===== config.mk =====
export PLATFORM = sky130hd
export DESIGN_NAME = lsu
export DESIGN_NICKNAME = d
export VERILOG_FILES = /design/src/rtl/tartaruga_pkg.sv /design/src/rtl/lsu_align.sv /design/src/rtl/lsu.sv
export SDC_FILE = /design/constraint.sdc
export NUM_CORES = 1
export LEC_CHECK = 0
export CAP_MARGIN = 20
export CORE_ASPECT_RATIO = 0.5
export CORE_UTILIZATION = 30
export CTS_CLUSTER_SIZE = 25
export DETAILED_ROUTE_END_ITERATION = 6
export SKIP_LAST_GASP = 1
export SLEW_MARGIN = 20
export SYNTH_ARGS = -nofsm -noshare
export SYNTH_HDL_FRONTEND = slang
export SYNTH_SLANG_ARGS = --single-unit

===== constraint.sdc =====
create_clock -name clk_i -period 3.6 [get_ports clk_i]
set_input_delay 0.54 -clock clk_i [delete_from_list [all_inputs] [get_ports clk_i]]
set_output_delay 0.54 -clock clk_i [all_outputs]
set_load 0.005 [all_outputs]

===== src/rtl/tartaruga_pkg.sv =====
// Shared types for the tartaruga core: bus width, memory ops, LSU states.
package tartaruga_pkg;

  typedef logic [31:0] bus32_t;

  typedef enum logic [2:0] {LB, LH, LW, LBU, LHU, SB, SH, SW} mem_op_t;

  typedef enum logic [1:0] {IDLE, REQ, WAIT, DONE} lsu_state_t;

  typedef enum logic [1:0] {SZ_B, SZ_H, SZ_W} access_size_t;

  function automatic logic is_store(mem_op_t op);
    return (op == SB) || (op == SH) || (op == SW);
  endfunction

  function automatic access_size_t access_size(mem_op_t op);
    case (op)
      LB, LBU, SB: return SZ_B;
      LH, LHU, SH: return SZ_H;
      default:     return SZ_W;
    endcase
  endfunction

  function automatic logic is_misaligned(mem_op_t op, logic [1:0] ofs);
    case (access_size(op))
      SZ_H:    return ofs[0];
      SZ_W:    return |ofs;
      default: return 1'b0;
    endcase
  endfunction

endpackage


===== src/rtl/lsu_align.sv =====
// Lane steering: byte enables and replicated store data out, extended load data in.
module lsu_align
  import tartaruga_pkg::*;
(
  input  mem_op_t     op,
  input  logic [1:0]  ofs,
  input  logic [31:0] wdata,
  input  logic [31:0] rdata,
  output logic [3:0]  be,
  output logic [31:0] wdata_lane,
  output logic [31:0] rdata_ext
);

  logic [7:0]  rbyte;
  logic [15:0] rhalf;

  always_comb begin
    rbyte      = rdata[{ofs, 3'b000} +: 8];
    rhalf      = rdata[{ofs[1], 4'b0000} +: 16];
    be         = 4'b1111;
    wdata_lane = wdata;
    rdata_ext  = rdata;

    case (access_size(op))
      SZ_B: begin
        be         = 4'b0001 << ofs;
        wdata_lane = {4{wdata[7:0]}};
      end
      SZ_H: begin
        be         = 4'b0011 << ofs;
        wdata_lane = {2{wdata[15:0]}};
      end
      default: ;
    endcase

    case (op)
      LB:      rdata_ext = {{24{rbyte[7]}}, rbyte};
      LBU:     rdata_ext = {24'd0, rbyte};
      LH:      rdata_ext = {{16{rhalf[15]}}, rhalf};
      LHU:     rdata_ext = {16'd0, rhalf};
      default: rdata_ext = rdata;
    endcase
  end

endmodule


===== src/rtl/lsu.sv =====
// Memory-stage load/store unit: one outstanding req/gnt/rvalid access at a time.
//   state | meaning
//   IDLE  | ready for a new op from EX
//   REQ   | mem_req_o held until mem_gnt_i
//   WAIT  | load granted, waiting for mem_rvalid_i
//   DONE  | one-cycle writeback pulse
module lsu
  import tartaruga_pkg::*;
(
  input  logic        clk_i,
  input  logic        rst_i,
  input  logic        req_valid_i,
  output logic        req_ready_o,
  input  logic [31:0] addr_i,
  input  logic [31:0] wdata_i,
  input  mem_op_t     mem_op_i,
  output logic        mem_req_o,
  input  logic        mem_gnt_i,
  output logic [31:0] mem_addr_o,
  output logic        mem_we_o,
  output logic [3:0]  mem_be_o,
  output logic [31:0] mem_wdata_o,
  input  logic        mem_rvalid_i,
  input  logic [31:0] mem_rdata_i,
  output logic        wb_valid_o,
  output logic [31:0] wb_data_o,
  output logic        misaligned_o
);

  lsu_state_t state;
  bus32_t     addr_q;
  bus32_t     wdata_q;
  mem_op_t    op_q;
  logic       mis_q;
  bus32_t     wb_data_q;

  logic [3:0] be;
  bus32_t     wdata_lane;
  bus32_t     rdata_ext;

  lsu_align u_align (
    .op         (op_q),
    .ofs        (addr_q[1:0]),
    .wdata      (wdata_q),
    .rdata      (mem_rdata_i),
    .be         (be),
    .wdata_lane (wdata_lane),
    .rdata_ext  (rdata_ext)
  );

  always_ff @(posedge clk_i) begin
    if (rst_i) begin
      state     <= IDLE;
      addr_q    <= '0;
      wdata_q   <= '0;
      op_q      <= LB;
      mis_q     <= 1'b0;
      wb_data_q <= '0;
    end else begin
      case (state)
        IDLE: if (req_valid_i) begin
          addr_q    <= addr_i;
          wdata_q   <= wdata_i;
          op_q      <= mem_op_i;
          mis_q     <= is_misaligned(mem_op_i, addr_i[1:0]);
          wb_data_q <= '0;
          state     <= is_misaligned(mem_op_i, addr_i[1:0]) ? DONE : REQ;
        end
        REQ:  if (mem_gnt_i) state <= is_store(op_q) ? DONE : WAIT;
        WAIT: if (mem_rvalid_i) begin
          wb_data_q <= rdata_ext;
          state     <= DONE;
        end
        default: state <= IDLE;
      endcase
    end
  end

  // Memory-side outputs are gated by REQ so they read as 0 whenever no request is live.
  assign req_ready_o  = (state == IDLE);
  assign mem_req_o    = (state == REQ);
  assign mem_addr_o   = mem_req_o ? {addr_q[31:2], 2'b00} : '0;
  assign mem_we_o     = mem_req_o & is_store(op_q);
  assign mem_be_o     = mem_req_o ? be : 4'b0000;
  assign mem_wdata_o  = mem_we_o ? wdata_lane : '0;
  assign wb_valid_o   = (state == DONE);
  assign wb_data_o    = wb_valid_o ? wb_data_q : '0;
  assign misaligned_o = wb_valid_o & mis_q;

endmodule

==> impl_metrics.py <==
metrics = {
    "job": {
        "cap_violations": 0,
    },
    "clocking": {
        "cts_resized": 0,
        "cts_max_level": 3,
        "ctsHoldBuffers": 0,
        "cts_buffers": 9,
        "clk_pin_slew_ns": 0.07,
        "root_buffer": "clkbuf_16",
        "post_cts_buffers": 0,
        "clk_path_buf_depth": 2,
        "cts_tree": "yes",
        "clk_latency_ns": 0.35,
        "cts.sinks": 102,
    },
    "drt": {
        "wl_met2_um": 8090,
        "drt_iter0_drc": 218,
        "drt_wl_total_um": 17400,
        "vias_per_cell": 4.87,
        "drt.antenna.violating_nets": 0,
        "drcViolationCount": 0,
        "dr.pass1.iters": 4,
        "top_layer": "met4",
        "vias": 5406,
        "routedWlPerCell_um": 15.7,
        "wl_met3_um": 883,
        "wl_met1_um": 8130,
    },
    "setup_path": {
        "cpMaxStageDelayCell": "dfxtp_1",
        "path_cells": "clkinv_1 -> mux2i_2 -> buf_4 -> o22ai_1 -> nor3_1 -> clkdlybuf4s50_1",
        "critical_path.max_stage_delay_ns": 0.58,
        "crit_family": "buffers and inverters",
        "critPathBufInv": 3,
        "startpoint_type": "flop",
        "arrival_ns": 2.68,
        "path_class": "reg2out",
        "critPathRequiredTime_ns": 3.06,
        "critPathCaptureType": "output port",
        "crit_fanout": 24,
    },
    "die": {
        "ios": 209,
        "dieArea_sq_um": 18200,
        "placementRows": 33,
        "start_util": 0.315,
        "die_height_um": 95.8,
        "coreArea_sq_um": 16800,
        "die_x_um": 190,
    },
    "sta": {
        "timing.hold.ws_ns": 0.451,
        "setup_tns_ns": 0,
        "worst_pin_slew_ns": 0.820,
        "skew_ns": 0.0100,
        "finalSetupViolations": 0,
        "rsz0062_at_grt": "no",
        "hold_violations": 0,
        "fin_crit_sh": 0.894,
        "max-slew-margin-rel": 0.448,
        "drv_slew": 0,
        "min_period_ns": 3.22,
        "max_clock_freq_mhz": 311,
        "setup_slack_ns": 0.383,
    },
    "status": {
        "outcome": "completed",
    },
    "pwr": {
        "ir_drop_v": 0.000348,
        "power.total_mw": 3.94,
        "leakagePower_nw": 2.84,
        "powerDensity_nw_per_um2": 505,
    },
    "logic_synthesis": {
        "yosysUniqueCellTypes": 49,
        "synth_area_sq_um": 5280,
        "yosysSeqAreaShare": 0.387,
        "synth_edf_count": 0,
        "async_reset_ff_frac": 0,
        "synth_flop_cell": "dfxtp_1",
        "yosysWarningCount": 0,
        "ys_ff_latch": 102,
        "syn_inst": 702,
        "syn_area_per_cell_sq_um": 7.52,
    },
    "global_routing": {
        "grt_max_degree": 66,
        "grt_pass1_wl_um": 27500,
        "grt_antenna_before_repair": 0,
        "grt.overflow.total": 0,
        "grt_usage": 0.192,
        "grt_pass1_vias": 5129,
    },
    "final_layout": {
        "postLayoutCoreUtil": 0.465,
        "nets": 986,
        "antenna_cells": 0,
        "drive_gt1_frac": 0.0713,
        "area_delta_synth_final_pct": 47.9,
    },
    "placement": {
        "post-dp-hpwl_um": 12700,
        "port_buffers": 206,
        "gp_congestion": 0.804,
        "post-place-ws_ns": 0.773,
    },
    "hold_path": {
        "worstHoldPathType": "reg2reg",
    },
}
## Yosys cell counts (all sizes together), types with 2 or more instances
cell type / n / area, sq um
a31oi: 4 / 25.0
mux2: 14 / 158
nor3: 11 / 55.1
a221o: 7 / 70.1
nand2: 170 / 638
nand3: 15 / 75.1
o41ai: 2 / 17.5
dfxtp: 102 / 2040
a2bb2oi: 6 / 52.6
or2: 3 / 18.8
o22ai: 10 / 62.6
o211ai: 2 / 15.0
o21bai: 2 / 15.0
a311oi: 6 / 52.6
clkbuf: 42 / 158
and2: 72 / 450
nand2b: 7 / 43.8
mux2i: 13 / 130
a22oi: 6 / 45.0
xnor2: 2 / 17.5
nor2b: 6 / 37.5
inv: 7 / 26.3
ha: 4 / 50.1
a21oi: 89 / 445
o21ai: 26 / 168
and3: 2 / 12.5
nor2: 41 / 154
buf: 14 / 88.8
## kinds of logic (layout without fill, tap and decap cells)
kind of cell	count (synthesis)	count (layout)	share of synthesized area
AOI/OAI and AO/OA	169	169	0.199
xor gates and xnor gates	2	2	0.00332
adders and majority gates	4	4	0.00949
buffers and inverters	64	244	0.0524
DFF	102	102	0.387
muxes	28	28	0.0588
other	1	2	0.000711
and+or+nand+nor	332	332	0.290
## power breakdown
part / total, mW / internal (mW) / switching [mW]
Combinational: 1.53 / 0.629 / 0.899
Sequential: 1.43 / 1.30 / 0.135
Clock: 0.983 / 0.542 / 0.441
Total: 3.94 / 2.47 / 1.47
## worst paths after layout
check                                from               to  slack (ns)  depth (start not counted)
worst max register to register   state[0]    wb_data_q[17]        1.15                          6
worst max-delay path              op_q[2]  mem_wdata_o[30]        0.38                          6
worst min-delay path            addr_q[2]        addr_q[2]        0.45                          2
worst min register to register  addr_q[2]        addr_q[2]        0.45                          2
## registers in the layout, indices dropped and copies added (netlist names)
name and cells:
addr_q 32, mis_q 1, state 2, wdata_q 32
wb_data_q 32, op_q 3
## metal layers
| metal | up-vias | GRT usage |
|---|---|---|
| met3 | 21 | 0.0386 |
| met2 | 140 | 0.321 |
| li1 | 2726 | - |
| met4 | 0 | 0.0612 |
| met1 | 2519 | 0.250 |
| met5 | - | 0 |
## layout make-up
class / count / area (sq um)
flip-flops and latches: 102 / 2040
repair buffers: 220 / 2170
fillers: 1719 / 8960
clock inverters: 5 / 58.8
clock buffers: 11 / 233
multi-input cells: 537 / 2980
inverters: 8 / 30.0
well taps: 227 / 284
## placed cells by master (no fill, tap or decap), drive strengths merged, types with 7 or more instances in the layout
| cell type | count |
|---|---|
| and2 | 72 |
| a221o | 7 |
| nand2b | 7 |
| nor2 | 41 |
| mux2i | 13 |
| dfxtp | 102 |
| o21ai | 26 |
| nand2 | 170 |
| mux2 | 14 |
| buf | 15 |
| a21oi | 89 |
| clkdlybuf4s50 | 205 |
| inv | 8 |
| clkbuf | 11 |
| nand3 | 15 |
| nor3 | 11 |
| o22ai | 10 |
## through the flow
stage / instances / cell area (sq um)
3_3_place_gp: 1094 / 7510
5_1_grt: 1110 / 7800
3_5_place_dp: 1094 / 7510
4_1_cts: 1110 / 7800
6_report: 1110 / 7800
2_1_floorplan: 703 / 5280
## worst register-to-register path: cells and delay by family (launching register included)
kind            cells  cell delay (ns)
compound gates      1             0.20
simple gates        3             1.43
buf+inv             1             0.08
flops               1             0.38
fa+ha+maj           1             0.29
(Power assumes the default switching activity.)
